<file path="src/rtl/btn_debounce_pkg.sv">
// Shared definitions for the button debouncer: per-channel FSM state
// encodings, default timing constants and counter sizing helpers.
package btn_debounce_pkg;

  // Per-channel debounce FSM states (2-bit encoding).
  typedef enum logic [1:0] {
    ST_REL        = 2'b00,  // stable released
    ST_PRESS_WAIT = 2'b01,  // saw a 1, qualifying the press
    ST_PRS        = 2'b11,  // stable pressed
    ST_REL_WAIT   = 2'b10   // saw a 0, qualifying the release
  } state_e;

  // 10 ms at 100 MHz.
  localparam int DB_CYCLES_DEF   = 1_000_000;
  // 1 s at 100 MHz.
  localparam int LONG_CYCLES_DEF = 100_000_000;

  // Largest value the shared counter must hold; the long-press timer
  // reuses the debounce counter, so it dominates when that feature is on.
  function automatic int cnt_max(input bit long_en, input int db_cycles,
                                 input int long_cycles);
    return long_en ? long_cycles : db_cycles;
  endfunction

  // Bits needed to hold 0..max_count without wrapping.
  function automatic int cnt_width(input int max_count);
    return (max_count < 1) ? 1 : $clog2(max_count + 1);
  endfunction

endpackage

</file>
<file path="src/rtl/btn_debounce_ch.sv">
// Single debounced button channel: 2-flop synchronizer followed by a
// REL / PRESS_WAIT / PRS / REL_WAIT FSM with a saturating counter.
// Optional long-press detection is enabled with macro BTN_LONGPRESS_EN.
module btn_debounce_ch
  import btn_debounce_pkg::*;
#(
  parameter int DB_CYCLES   = DB_CYCLES_DEF,
  parameter int LONG_CYCLES = LONG_CYCLES_DEF
) (
  input  logic clk,
  input  logic reset,
  input  logic btn_i,
  output logic level_o,
  output logic rise_o,
  output logic fall_o
`ifdef BTN_LONGPRESS_EN
  ,output logic long_o
`endif
);

`ifdef BTN_LONGPRESS_EN
  localparam bit LONG_EN = 1'b1;
`else
  localparam bit LONG_EN = 1'b0;
`endif

  localparam int CNT_MAX = cnt_max(LONG_EN, DB_CYCLES, LONG_CYCLES);
  localparam int CNT_W   = cnt_width(CNT_MAX);

  localparam logic [CNT_W-1:0] CNT_ZERO = {CNT_W{1'b0}};
  localparam logic [CNT_W-1:0] CNT_ONE  = CNT_W'(1);
  localparam logic [CNT_W-1:0] CNT_SAT  = CNT_W'(CNT_MAX);
  // The wait-state entry edge is the first qualifying sample, so the count
  // completes when the register already holds DB_CYCLES-2.
  localparam logic [CNT_W-1:0] DB_LAST  = CNT_W'(DB_CYCLES - 2);
`ifdef BTN_LONGPRESS_EN
  localparam logic [CNT_W-1:0] LONG_LAST = CNT_W'(LONG_CYCLES - 1);
`endif

  logic             sync1_q, sync2_q;
  state_e           state_q, state_d;
  logic [CNT_W-1:0] cnt_q, cnt_d;
  logic [CNT_W-1:0] cnt_inc_s;
  logic             level_q, level_d;
  logic             rise_q, rise_d;
  logic             fall_q, fall_d;
`ifdef BTN_LONGPRESS_EN
  logic             long_q, long_d;
  logic             long_done_q, long_done_d;
`endif

  // Saturating increment: the counter never wraps back to zero.
  assign cnt_inc_s = (cnt_q == CNT_SAT) ? cnt_q : (cnt_q + CNT_ONE);

  // Two-flop synchronizer for the asynchronous button level.
  always_ff @(posedge clk) begin
    if (reset) begin
      sync1_q <= 1'b0;
      sync2_q <= 1'b0;
    end else begin
      sync1_q <= btn_i;
      sync2_q <= sync1_q;
    end
  end

  // FSM, counter and registered outputs.
  always_ff @(posedge clk) begin
    if (reset) begin
      state_q     <= ST_REL;
      cnt_q       <= CNT_ZERO;
      level_q     <= 1'b0;
      rise_q      <= 1'b0;
      fall_q      <= 1'b0;
`ifdef BTN_LONGPRESS_EN
      long_q      <= 1'b0;
      long_done_q <= 1'b0;
`endif
    end else begin
      state_q     <= state_d;
      cnt_q       <= cnt_d;
      level_q     <= level_d;
      rise_q      <= rise_d;
      fall_q      <= fall_d;
`ifdef BTN_LONGPRESS_EN
      long_q      <= long_d;
      long_done_q <= long_done_d;
`endif
    end
  end

  // Next-state, counter and pulse decode from the synchronized level.
  always_comb begin
    state_d     = state_q;
    cnt_d       = cnt_q;
    level_d     = level_q;
    rise_d      = 1'b0;
    fall_d      = 1'b0;
`ifdef BTN_LONGPRESS_EN
    long_d      = 1'b0;
    long_done_d = long_done_q;
`endif
    case (state_q)
      ST_REL: begin
        cnt_d = CNT_ZERO;
        if (sync2_q) begin
          state_d = ST_PRESS_WAIT;
        end else begin
          state_d = ST_REL;
        end
      end
      ST_PRESS_WAIT: begin
        if (!sync2_q) begin
          // Bounce: abandon the press silently.
          state_d = ST_REL;
          cnt_d   = CNT_ZERO;
        end else if (cnt_q == DB_LAST) begin
          state_d = ST_PRS;
          cnt_d   = CNT_ZERO;
          level_d = 1'b1;
          rise_d  = 1'b1;
`ifdef BTN_LONGPRESS_EN
          long_done_d = 1'b0;
`endif
        end else begin
          cnt_d = cnt_inc_s;
        end
      end
      ST_PRS: begin
        if (!sync2_q) begin
          state_d = ST_REL_WAIT;
          cnt_d   = CNT_ZERO;
        end else begin
`ifdef BTN_LONGPRESS_EN
          // Long-press timer runs from the accept edge; one pulse per press.
          if ((cnt_q == LONG_LAST) && !long_done_q) begin
            long_d      = 1'b1;
            long_done_d = 1'b1;
          end else begin
            long_d      = 1'b0;
          end
          cnt_d = cnt_inc_s;
`else
          cnt_d = CNT_ZERO;
`endif
        end
      end
      ST_REL_WAIT: begin
        if (sync2_q) begin
          // Bounce: stay pressed, restart counting.
          state_d = ST_PRS;
          cnt_d   = CNT_ZERO;
        end else if (cnt_q == DB_LAST) begin
          state_d = ST_REL;
          cnt_d   = CNT_ZERO;
          level_d = 1'b0;
          fall_d  = 1'b1;
        end else begin
          cnt_d = cnt_inc_s;
        end
      end
      default: begin
        state_d = ST_REL;
        cnt_d   = CNT_ZERO;
        level_d = 1'b0;
      end
    endcase
  end

  assign level_o = level_q;
  assign rise_o  = rise_q;
  assign fall_o  = fall_q;
`ifdef BTN_LONGPRESS_EN
  assign long_o  = long_q;
`endif

endmodule

</file>
<file path="src/rtl/btn_debounce.sv">
// Multi-channel button debouncer: N_BTN independent btn_debounce_ch
// instances. Define BTN_LONGPRESS_EN to add the btn_long pulse output.
module btn_debounce
  import btn_debounce_pkg::*;
#(
  parameter int N_BTN       = 5,
  parameter int DB_CYCLES   = DB_CYCLES_DEF,
  parameter int LONG_CYCLES = LONG_CYCLES_DEF
) (
  input  logic             clk,
  input  logic             reset,
  input  logic [N_BTN-1:0] btn_in,
  output logic [N_BTN-1:0] btn_level,
  output logic [N_BTN-1:0] btn_rise,
  output logic [N_BTN-1:0] btn_fall
`ifdef BTN_LONGPRESS_EN
  ,output logic [N_BTN-1:0] btn_long
`endif
);

  for (genvar g = 0; g < N_BTN; g++) begin : g_ch
    btn_debounce_ch #(
      .DB_CYCLES  (DB_CYCLES),
      .LONG_CYCLES(LONG_CYCLES)
    ) u_ch (
      .clk    (clk),
      .reset  (reset),
      .btn_i  (btn_in[g]),
      .level_o(btn_level[g]),
      .rise_o (btn_rise[g]),
      .fall_o (btn_fall[g])
`ifdef BTN_LONGPRESS_EN
      ,.long_o(btn_long[g])
`endif
    );
  end

endmodule

</file>
<file path="config.mk">
export PLATFORM = sky130hd
export DESIGN_NAME = btn_debounce
export DESIGN_NICKNAME = d
export VERILOG_FILES = /design/src/rtl/btn_debounce_pkg.sv /design/src/rtl/btn_debounce_ch.sv /design/src/rtl/btn_debounce.sv
export SDC_FILE = /design/constraint.sdc
export NUM_CORES = 1
export LEC_CHECK = 0
export CAP_MARGIN = 5
export CORE_MARGIN = 8
export CORE_UTILIZATION = 61
export DETAILED_ROUTE_END_ITERATION = 7
export GPL_TIMING_DRIVEN = 0
export PLACE_DENSITY = 0.84
export SLEW_MARGIN = 40
export SYNTH_ARGS = -nofsm -noshare
export SYNTH_HDL_FRONTEND = slang
export SYNTH_SLANG_ARGS = --single-unit
</file>
<file path="constraint.sdc">
create_clock -name clk -period 2.5 [get_ports clk]
set_input_delay 0.25 -clock clk [delete_from_list [all_inputs] [get_ports clk]]
set_output_delay 0.25 -clock clk [all_outputs]
set_load 0.05 [all_outputs]
</file>
* After elaboration in Yosys (flattened, before gate mapping) *
Cells that the tools add are included.

word-level totals
  bits in registers = 135
  bits in writable memories = 0
  ROM bits = 0
  latch bits = 0
  memories kept = 0
  input port bits = 7
  output and inout port bits = 15

cells by class
  shift operators = 0
  div/mod/pow operators = 0
  magnitude comparators = 0
  mux-type cells = 90
  bitwise gates (word level) = 15
  reductions and logical operators = 35
  $mul = 0
  add/subtract/negate cells = 5
  eq/ne operators = 60

operators with widths
  operator                 count
  $mux W20                 20
  $pmux W20 S3             5
  $eq A20 B20 Y1 const B   10
  $add A20 B1 Y20 const B  5
  $mux W2                  25
  $pmux W2 S4              5
  $mux W1                  30
  $ne A2 B1 Y1 const B     15
  $reduce_or A3 Y1         10
  $reduce_and A5 Y1        5
  $eq A2 B2 Y1 const B     10
  $ne A2 B2 Y1 const B     10
  $ne A3 B1 Y1 const B     5
  $ne A3 B3 Y1 const B     5
  $not A1 Y1               15
  $reduce_and A3 Y1        5
  $eq A2 B1 Y1 const B     5
  $logic_not A2 Y1         5
  $pmux W1 S2              5
  $reduce_bool A2 Y1       5
  $reduce_or A2 Y1         5

* Logic depth before layout (Yosys ltp) *
Gate-level depths: netlist of run 1.

  depth in word-level cells = 5
  mapped depth = 8

* Cells and area by module *
Synthesis of run 1 repeated with hierarchy kept, for this count alone.

unflattened totals
  cells, all modules = 808
  area total of the unflattened synthesis = 6890.4 sq um

modules (own cells, without submodules)
  module                              area each (sq um)  cells each  instances  sequential area each (sq um)
  btn_debounce_ch (g_ch[1].u_ch ...)  1395.1             163         3          540.5
  btn_debounce_ch (g_ch[0].u_ch)      1357.6             160         1          540.5
  btn_debounce_ch (g_ch[4].u_ch)      1347.5             159         1          540.5

* Worst setup path before layout of run 1 *
Ideal clock, no wire load.

  path kind = reg-to-reg
  start = register g_ch[1].u_ch.cnt_q[7]
  end = register g_ch[1].u_ch.state_q[0]
  setup slack = 0.499 ns
  data arrival time = 1.936 ns
  path buffers = 0
  stages on the path, launching flop included = 6
  clock period less this slack = 2.001 ns
  library setup time = 0.065 ns
  cell sequence = dfxtp_1 -> or4_4 -> or4_4 -> o21ai_2 -> mux2_1 -> nor2_1

between the ends
  cells in the longest elaborated chain, start to end = 3

RTL lines
  what                                                           line                                            RTL
  start, declared                                                btn_debounce_ch.sv:42                           logic [CNT_W-1:0] cnt_q, cnt_d;
  start signal, assigned                                         btn_debounce_ch.sv:80                           cnt_q <= cnt_d;
  $eq A20 B20 Y1 (*)                                             btn_debounce_ch.sv:116, btn_debounce_ch.sv:152
  $ne A3 B1 Y1 (no line) / $ne A3 B3 Y1 (equally long branches)  --
  $reduce_and A3 Y1 (no line) (*)                                --
  end signal, assigned                                           btn_debounce_ch.sv:79                           state_q <= state_d;
  end, declared                                                  btn_debounce_ch.sv:41                           state_e state_q, state_d;

Mark *: on every way between the ends. The rest lies on a longest branch, timed or not.
A chain may end at the register's enable or synchronous reset.

* Worst setup path after layout of run 1 *
Same ends and word-level chain as after synthesis.

==> reports/results.txt, run 1 <==
status = completed
initial antenna violation count = 0
Die Area = 0.01456 sq mm
Setup Crit Path Kind = flop to flop
Critical Path Max Stage Delay = 0.54 ns
Final ANT Viol Nets = 0
Top Ports = 22
cells after synthesis = 760
DRT iter0 DRCs = 464
Layout area overhead = 15.82%
CTS Buf Count = 17
number of global-route vias before repair = 5,212
crit path to = g_ch[1].u_ch.state_q[0]
Yosys reg bits = 135
endpoint type of the worst setup path = flop
min Tclk post-route = 2.182 ns
total setup buffers inserted after CTS = 0
post-route cell area = 0.007741 sq mm
Remaining DRCs = 0
P_int = 4021 uW
crit path launch type = flop
Max Fanout on Critical Path = 4
DR vias = 5,347
area of the multi-input gates = 0.003690 sq mm
crit path from = g_ch[1].u_ch.cnt_q[7]
Yosys Warn Count = 0
syn_nets = 807
cell family with most CP delay = simple AND/OR/NAND/NOR gates
Finished Layout Cells = 953
max-slew violations = 0
crit share post-route = 87.29%
Worst Reg-to-Reg Cells = 5
placed wire-length estimate = 9461 um
ratio of cells with drive above 1 in the final layout = 8.856%
Highest Signal Layer = met4
htree depth = 4
routed vias/inst = 5.611
CTS max path bufs = 2
Total Routing Usage GR = 19.25%
Slew headroom = 50.39%
worst vdd ir = 465.7 uV
global route overflow = 0
async set-reset flop share out of synthesis = 0%
CTS Root Cell = clkbuf_8
CP Buf/Inv Count = 0
number of flops mapped to enable cells by yosys = 0
RSZ-0062 raised after global routing = false
Die Wd = 120.7 um
Die Span Y = 120.7 um
commonest non-fill, non-tap cells in the layout = 135 x dfxtp_1, 124 x nor2_1, 58 x nand2_1, 54 x xor2_1, 41 x nand3_1
Reg2Reg Setup Slack = 0.32 ns
Cell Area, Synth = 0.006684 sq mm
register area share after synthesis = 40.43%
switch share = 20.31%
Syn Area/Cell = 8.795 sq um
Post-Route WL = 13,540 um
cell at the slowest stage of the critical path = or4_4
global-route wire length before repair = 23,210 um
Seq pwr share = 43.0%
setup violators final = 0
power share of the clock group = 55.3%
PostCTS Resize Cnt = 0
CTS tree = yes
worst path required time = 2.97 ns
Leakage = 0.002555 uW
WL met2 = 6663 um
Fillers = 765
Hold Crit Depth = 2
Post-Route M1 WL = 5968 um
diode count = 0
Skew-Pair Late Insertion Delay = 0.54 ns
CTS sink cnt = 135
commonest non-fill, non-tap cell in the layout = dfxtp_1
Fin. Hold Viols = 0
Final Skew = 0.006288 ns
Initial Util = 62.20%
crit-path most repeated cell = or4_4
Final nets = 847
worst-path cell chain = or4_4, or4_4, o21ai_2, mux2_1, nor2_1
top_reg_cell synth = dfxtp_1
Placer Congestion = 0.8479
WP depth = 5
Cell variety after synth = 57
power density over the cells = 651.8 mW/mm^2
Critical R2R Capture = g_ch[1].u_ch.state_q[0]
First-pass DRT Iterations = 5
Seq. cell area = 0.002703 sq mm
I/O Buffers = 21
setup TNS = 0 ns
max-capacitance violation count = 0
hold_buf cts = 0
WP data arrival = 2.65 ns
Core Rows = 38
measured slew at the worst slew-check pin = 0.7373 ns
WL/cell = 14.21 um
WL met3 = 574 um
reg-to-reg startpoint = g_ch[1].u_ch.cnt_q[7]
HP Class = input pin to flop
core footprint = 0.01075 sq mm
Logic pwr share = 1.7%
Fmax achieved = 458.3 MHz
dpl cell area = 0.007069 sq mm
placed cell count = 921
Clock transition at path regs = 0.06 ns
largest net degree at the start of global routing = 17
Switch Pwr = 1025 uW
## per-layer routing
metal  vias up  GRT usage (%)
met5         -              0
met4         0          10.07
met3        30          4.289
met2       112          32.30
met1      2517          22.61
li1       2688              -
## power by group through the flow
| stage | clock network [uW] | logic [uW] | registers (uW) |
|---|---|---|---|
| final | 2790 | 83.4 | 2170 |
| after global routing | 2920 | 90.3 | 2170 |
| after CTS | 2820 | 82.8 | 2170 |
| after detailed placement | 0 | 82.4 | 2220 |
| after global placement | 0 | 78.4 | 2220 |
| after floorplan | 0 | 53.2 | 2210 |
## logic make-up (layout without fill, tap and decap cells)
family,after synthesis,in the layout,synth area share [%]
AO/OA/AOI/OAI,58,58,5.766
AND/OR/NAND/NOR,371,371,29.22
XOR/XNOR,86,86,11.27
multiplexers,9,9,1.367
buffers and inverters,61,114,4.455
adder cells (fa/ha/maj),40,40,7.488
flip-flops,135,135,40.43
## cells in the mapped netlist (14+ instances only)
library cell / n / share of area [%]
inv_1: 29 / 1.6
buf_4: 17 / 1.9
xor2_1: 54 / 7.1
nand3_1: 41 / 3.1
nor3_1: 24 / 1.8
xnor2_1: 32 / 4.2
nand4_1: 19 / 1.8
ha_1: 40 / 7.5
dfxtp_1: 135 / 40
a21oi_1: 21 / 1.6
nor2_1: 124 / 7.0
nand2_1: 58 / 3.3
and4_1: 14 / 1.8
## area by class of cell
| type | count | share of cell area, % |
|---|---|---|
| clock buffers | 17 | 5.350 |
| multi-input cells | 564 | 47.66 |
| well taps | 140 | 2.263 |
| clock inverters | 15 | 3.249 |
| inverters | 29 | 1.406 |
| repair buffers | 21 | 2.715 |
| plain buffers | 32 | 2.441 |
| flip-flops and latches | 135 | 34.91 |
## through the flow
step | hold WS, ns | power [uW] | setup slack, ns | util, %
global route | 0.2600 | 5177 | 0.1792 | 72.04
CTS | 0.2504 | 5069 | 0.3265 | 71.98
detailed placement | 0.4223 | 2299 | 0.3365 | 65.79
global placement | 0.4203 | 2295 | 0.4233 | 65.79
floorplan | 0.3782 | 2268 | 0.4992 | -
finish | 0.2635 | 5046 | 0.3178 | 72.04
## flip-flops by register name, indices dropped and copies added, names as in the netlist
name	count
g_ch.u_ch.fall_o	5
g_ch.u_ch.sync2_q	5
g_ch.u_ch.state_q	10
g_ch.u_ch.rise_o	5
g_ch.u_ch.sync1_q	5
g_ch.u_ch.level_o	5
g_ch.u_ch.cnt_q	100
## worst register-to-register path: stages (launching register included)
cell and delay (ns):
dfxtp_1 0.34, or4_4 0.55, or4_4 0.54, o21ai_2 0.21, mux2_1 0.37, nor2_1 0.11
## worst min-delay path by stage
stage	start	endpoint	slack, ns
2_1_floorplan	btn_in[0]	g_ch[0].u_ch.sync1_q	0.38
3_3_place_gp	g_ch[3].u_ch.sync1_q	g_ch[3].u_ch.sync2_q	0.42
3_5_place_dp	g_ch[2].u_ch.sync1_q	g_ch[2].u_ch.sync2_q	0.42
4_1_cts	btn_in[0]	g_ch[0].u_ch.sync1_q	0.25
5_1_grt	btn_in[0]	g_ch[0].u_ch.sync1_q	0.26
6_report	btn_in[0]	g_ch[0].u_ch.sync1_q	0.26
Note: power is estimated with default switching activity, not from simulation.
==> run 2: changes to the inputs <==
==> constraint.sdc (replaced) <==
create_clock -name clk -period 2.2 [get_ports clk]
set_input_delay 0.22 -clock clk [delete_from_list [all_inputs] [get_ports clk]]
set_output_delay 0.22 -clock clk [all_outputs]
set_load 0.05 [all_outputs]
==> reports/results.txt, run 2 (synthesis gave the netlist of run 1 again) <==
First-pass DRT Iterations = 5 (unchanged)
CTS max path bufs = 2 (unchanged)
Layout area overhead = 16.32%
worst-path cell chain = or4_4, or4_4, o21ai_4, mux2_2, nor2_1
CTS Buf Count = 17 (unchanged)
Post-Route WL = 13,860 um (+2.3%)
Hold Slack = 0.2339 ns (-0.02957 ns)
WP data arrival = 2.64 ns (about the same)
Total Routing Usage GR = 19.25% (unchanged)
commonest non-fill, non-tap cell in the layout = dfxtp_1
Biggest register = g_ch.u_ch.cnt_q
WL/cell = 14.53 um (+2.2%)
Worst Reg-to-Reg Cells = 5 (unchanged)
crit share post-route = 98.74% (+11 points)
final worst slack = 0.02761 ns (-0.2902 ns)
worst vdd ir = 508.5 uV (+9.2%)
power density over the cells = 738.4 mW/mm^2 (+13%)
min Tclk post-route = 2.172 ns (-0.009778 ns)
crit path to = g_ch[1].u_ch.state_q[0]
Fin. Hold Viols = 0 (unchanged)
Critical Path Max Stage Delay = 0.56 ns (+0.02 ns)
Seq. cell area = 0.002703 sq mm (unchanged)
setup TNS = 0 ns (unchanged)
Die Wd = 120.7 um (unchanged)
Skew-Pair Late Insertion Delay = 0.54 ns (about the same)
Leakage = 0.002563 uW (+0.30%)
final core occ = 72.36% (+0.31 points)
area of the multi-input gates = 0.003716 sq mm (+0.71%)
endpoint type of the worst setup path = flop
Final nets = 848 (+0.12%)
number of global-route vias before repair = 5,212 (unchanged)
Power Total = 5741 uW (+14%)
Placer Congestion = 0.8479 (unchanged)
crit-path most repeated cell = or4_4
crit path launch type = flop
global-route wire length before repair = 23,210 um (unchanged)
CTS tree = yes
largest net degree at the start of global routing = 17 (unchanged)
Slew headroom = 48.01% (-2.4 points)
CTS sink cnt = 135 (unchanged)
core footprint = 0.01075 sq mm (unchanged)
status = completed
cell at the slowest stage of the critical path = or4_4
Post-Place Worst Slack = 0.03654 ns (-0.3000 ns)
HP Class = input pin to flop
I/O Buffers = 21 (unchanged)
max-slew violations = 0 (unchanged)
measured slew at the worst slew-check pin = 0.7728 ns (+0.03546 ns)
Remaining DRCs = 0 (unchanged)
Final ANT Viol Nets = 0 (unchanged)
DRT iter0 DRCs = 453 (-2.4%)
reg-to-reg startpoint = g_ch[1].u_ch.cnt_q[7]
Top Ports = 22 (unchanged)
Fmax achieved = 460.3 MHz (+0.45%)
worst path required time = 2.67 ns (-0.30 ns)
Reg2Reg Setup Slack = 0.03 ns (-0.29 ns)
ratio of cells with drive above 1 in the final layout = 9.337% (+0.48 points)
Fillers = 765 (unchanged)
Initial Util = 62.20% (unchanged)
initial antenna violation count = 0 (unchanged)
diode count = 0 (unchanged)
Regs by FF count = g_ch.u_ch.cnt_q (100), g_ch.u_ch.state_q (10)
placed wire-length estimate = 9461 um (unchanged)
max FFs per register = 100 (unchanged)
Max Fanout on Critical Path = 4 (unchanged)
DR vias = 5,415 (+1.3%)
crit path from = g_ch[1].u_ch.cnt_q[7]
Core Rows = 38 (unchanged)
Final Skew = 0.006511 ns (+0.0002235 ns)
Clock transition at path regs = 0.06 ns (about the same)
CTS Root Cell = clkbuf_8
Setup Crit Path Kind = flop to flop
Die Area = 0.01456 sq mm (unchanged)
htree depth = 4 (unchanged)
routed vias/inst = 5.676 (+1.2%)
max-capacitance violation count = 0 (unchanged)
global route overflow = 0 (unchanged)
commonest non-fill, non-tap cells in the layout = 135 x dfxtp_1, 124 x nor2_1, 58 x nand2_1, 54 x xor2_1, 41 x nand3_1
setup violators final = 0 (unchanged)
Die Span Y = 120.7 um (unchanged)
Critical R2R Capture = g_ch[1].u_ch.state_q[0]
## run 2: routing by layer
| layer | vias to the layer above | share of wire, % | GRT usage, % |
|---|---|---|---|
| met4 | 0 | 2.5 | 10.07 |
| met5 | - | 0 | 0 |
| met1 | 2562 | 43 | 22.61 |
| met3 | 32 | 4.5 | 4.289 |
| li1 | 2688 | - | - |
| met2 | 133 | 50 | 32.30 |
## run 2: per-stage QoR
step / cell area (sq um) / cells
final: 7775 / 954
after global routing: 7775 / 954
after CTS: 7735 / 953
after detailed placement: 7069 / 921
after global placement: 7069 / 921
after floorplan: 6684 / 760
## run 2: worst min path at each step
| stage | start | endpoint | depth (start not counted) |
|---|---|---|---|
| 2_1_floorplan | btn_in[0] | g_ch[0].u_ch.sync1_q | 1 |
| 3_3_place_gp | g_ch[3].u_ch.sync1_q | g_ch[3].u_ch.sync2_q | 1 |
| 3_5_place_dp | g_ch[2].u_ch.sync1_q | g_ch[2].u_ch.sync2_q | 1 |
| 4_1_cts | btn_in[0] | g_ch[0].u_ch.sync1_q | 2 |
| 5_1_grt | btn_in[0] | g_ch[0].u_ch.sync1_q | 2 |
| 6_report | btn_in[0] | g_ch[0].u_ch.sync1_q | 2 |
## run 2: layout make-up
cell class | count | area share, %
buffer | 32 | 2.430
clock buffer | 17 | 5.327
clock inverter | 15 | 3.235
inverter | 29 | 1.400
multi-input combinational | 564 | 47.80
sequential | 135 | 34.76
tap | 140 | 2.253
timing repair buffer | 22 | 2.800
## run 2: what timing repair did
action	4_1_cts	5_1_grt
resized for setup	0	5
hold buffers	0	0
buffers inserted	0	1
setup endpoints to repair	0	41
## run 2: report_power, final
| group | internal [uW] | switching [uW] | total [uW] |
|---|---|---|---|
| registers | 2460 | 8.03 | 2470 |
| logic | 38.5 | 57.1 | 95.6 |
| clock network | 2070 | 1110 | 3180 |
| total | 4570 | 1170 | 5740 |
## run 2: worst max-delay path: cells and delay by family (launching register included)
kind / cells / cell delay [ns]
mux: 1 / 0.37
simple gates: 3 / 1.21
compound gates: 1 / 0.17
flops: 1 / 0.34
==> run 3: changes to the inputs <==
--- a/config.mk
+++ b/config.mk
@@ -8,6 +8,7 @@
 export CAP_MARGIN = 5
 export CORE_MARGIN = 8
 export CORE_UTILIZATION = 61
+export CTS_CLUSTER_DIAMETER = 50
 export DETAILED_ROUTE_END_ITERATION = 7
 export GPL_TIMING_DRIVEN = 0
 export PLACE_DENSITY = 0.84
==> results of run 3 <==
Final layout, timing and power as in run 2 (identical DEF).
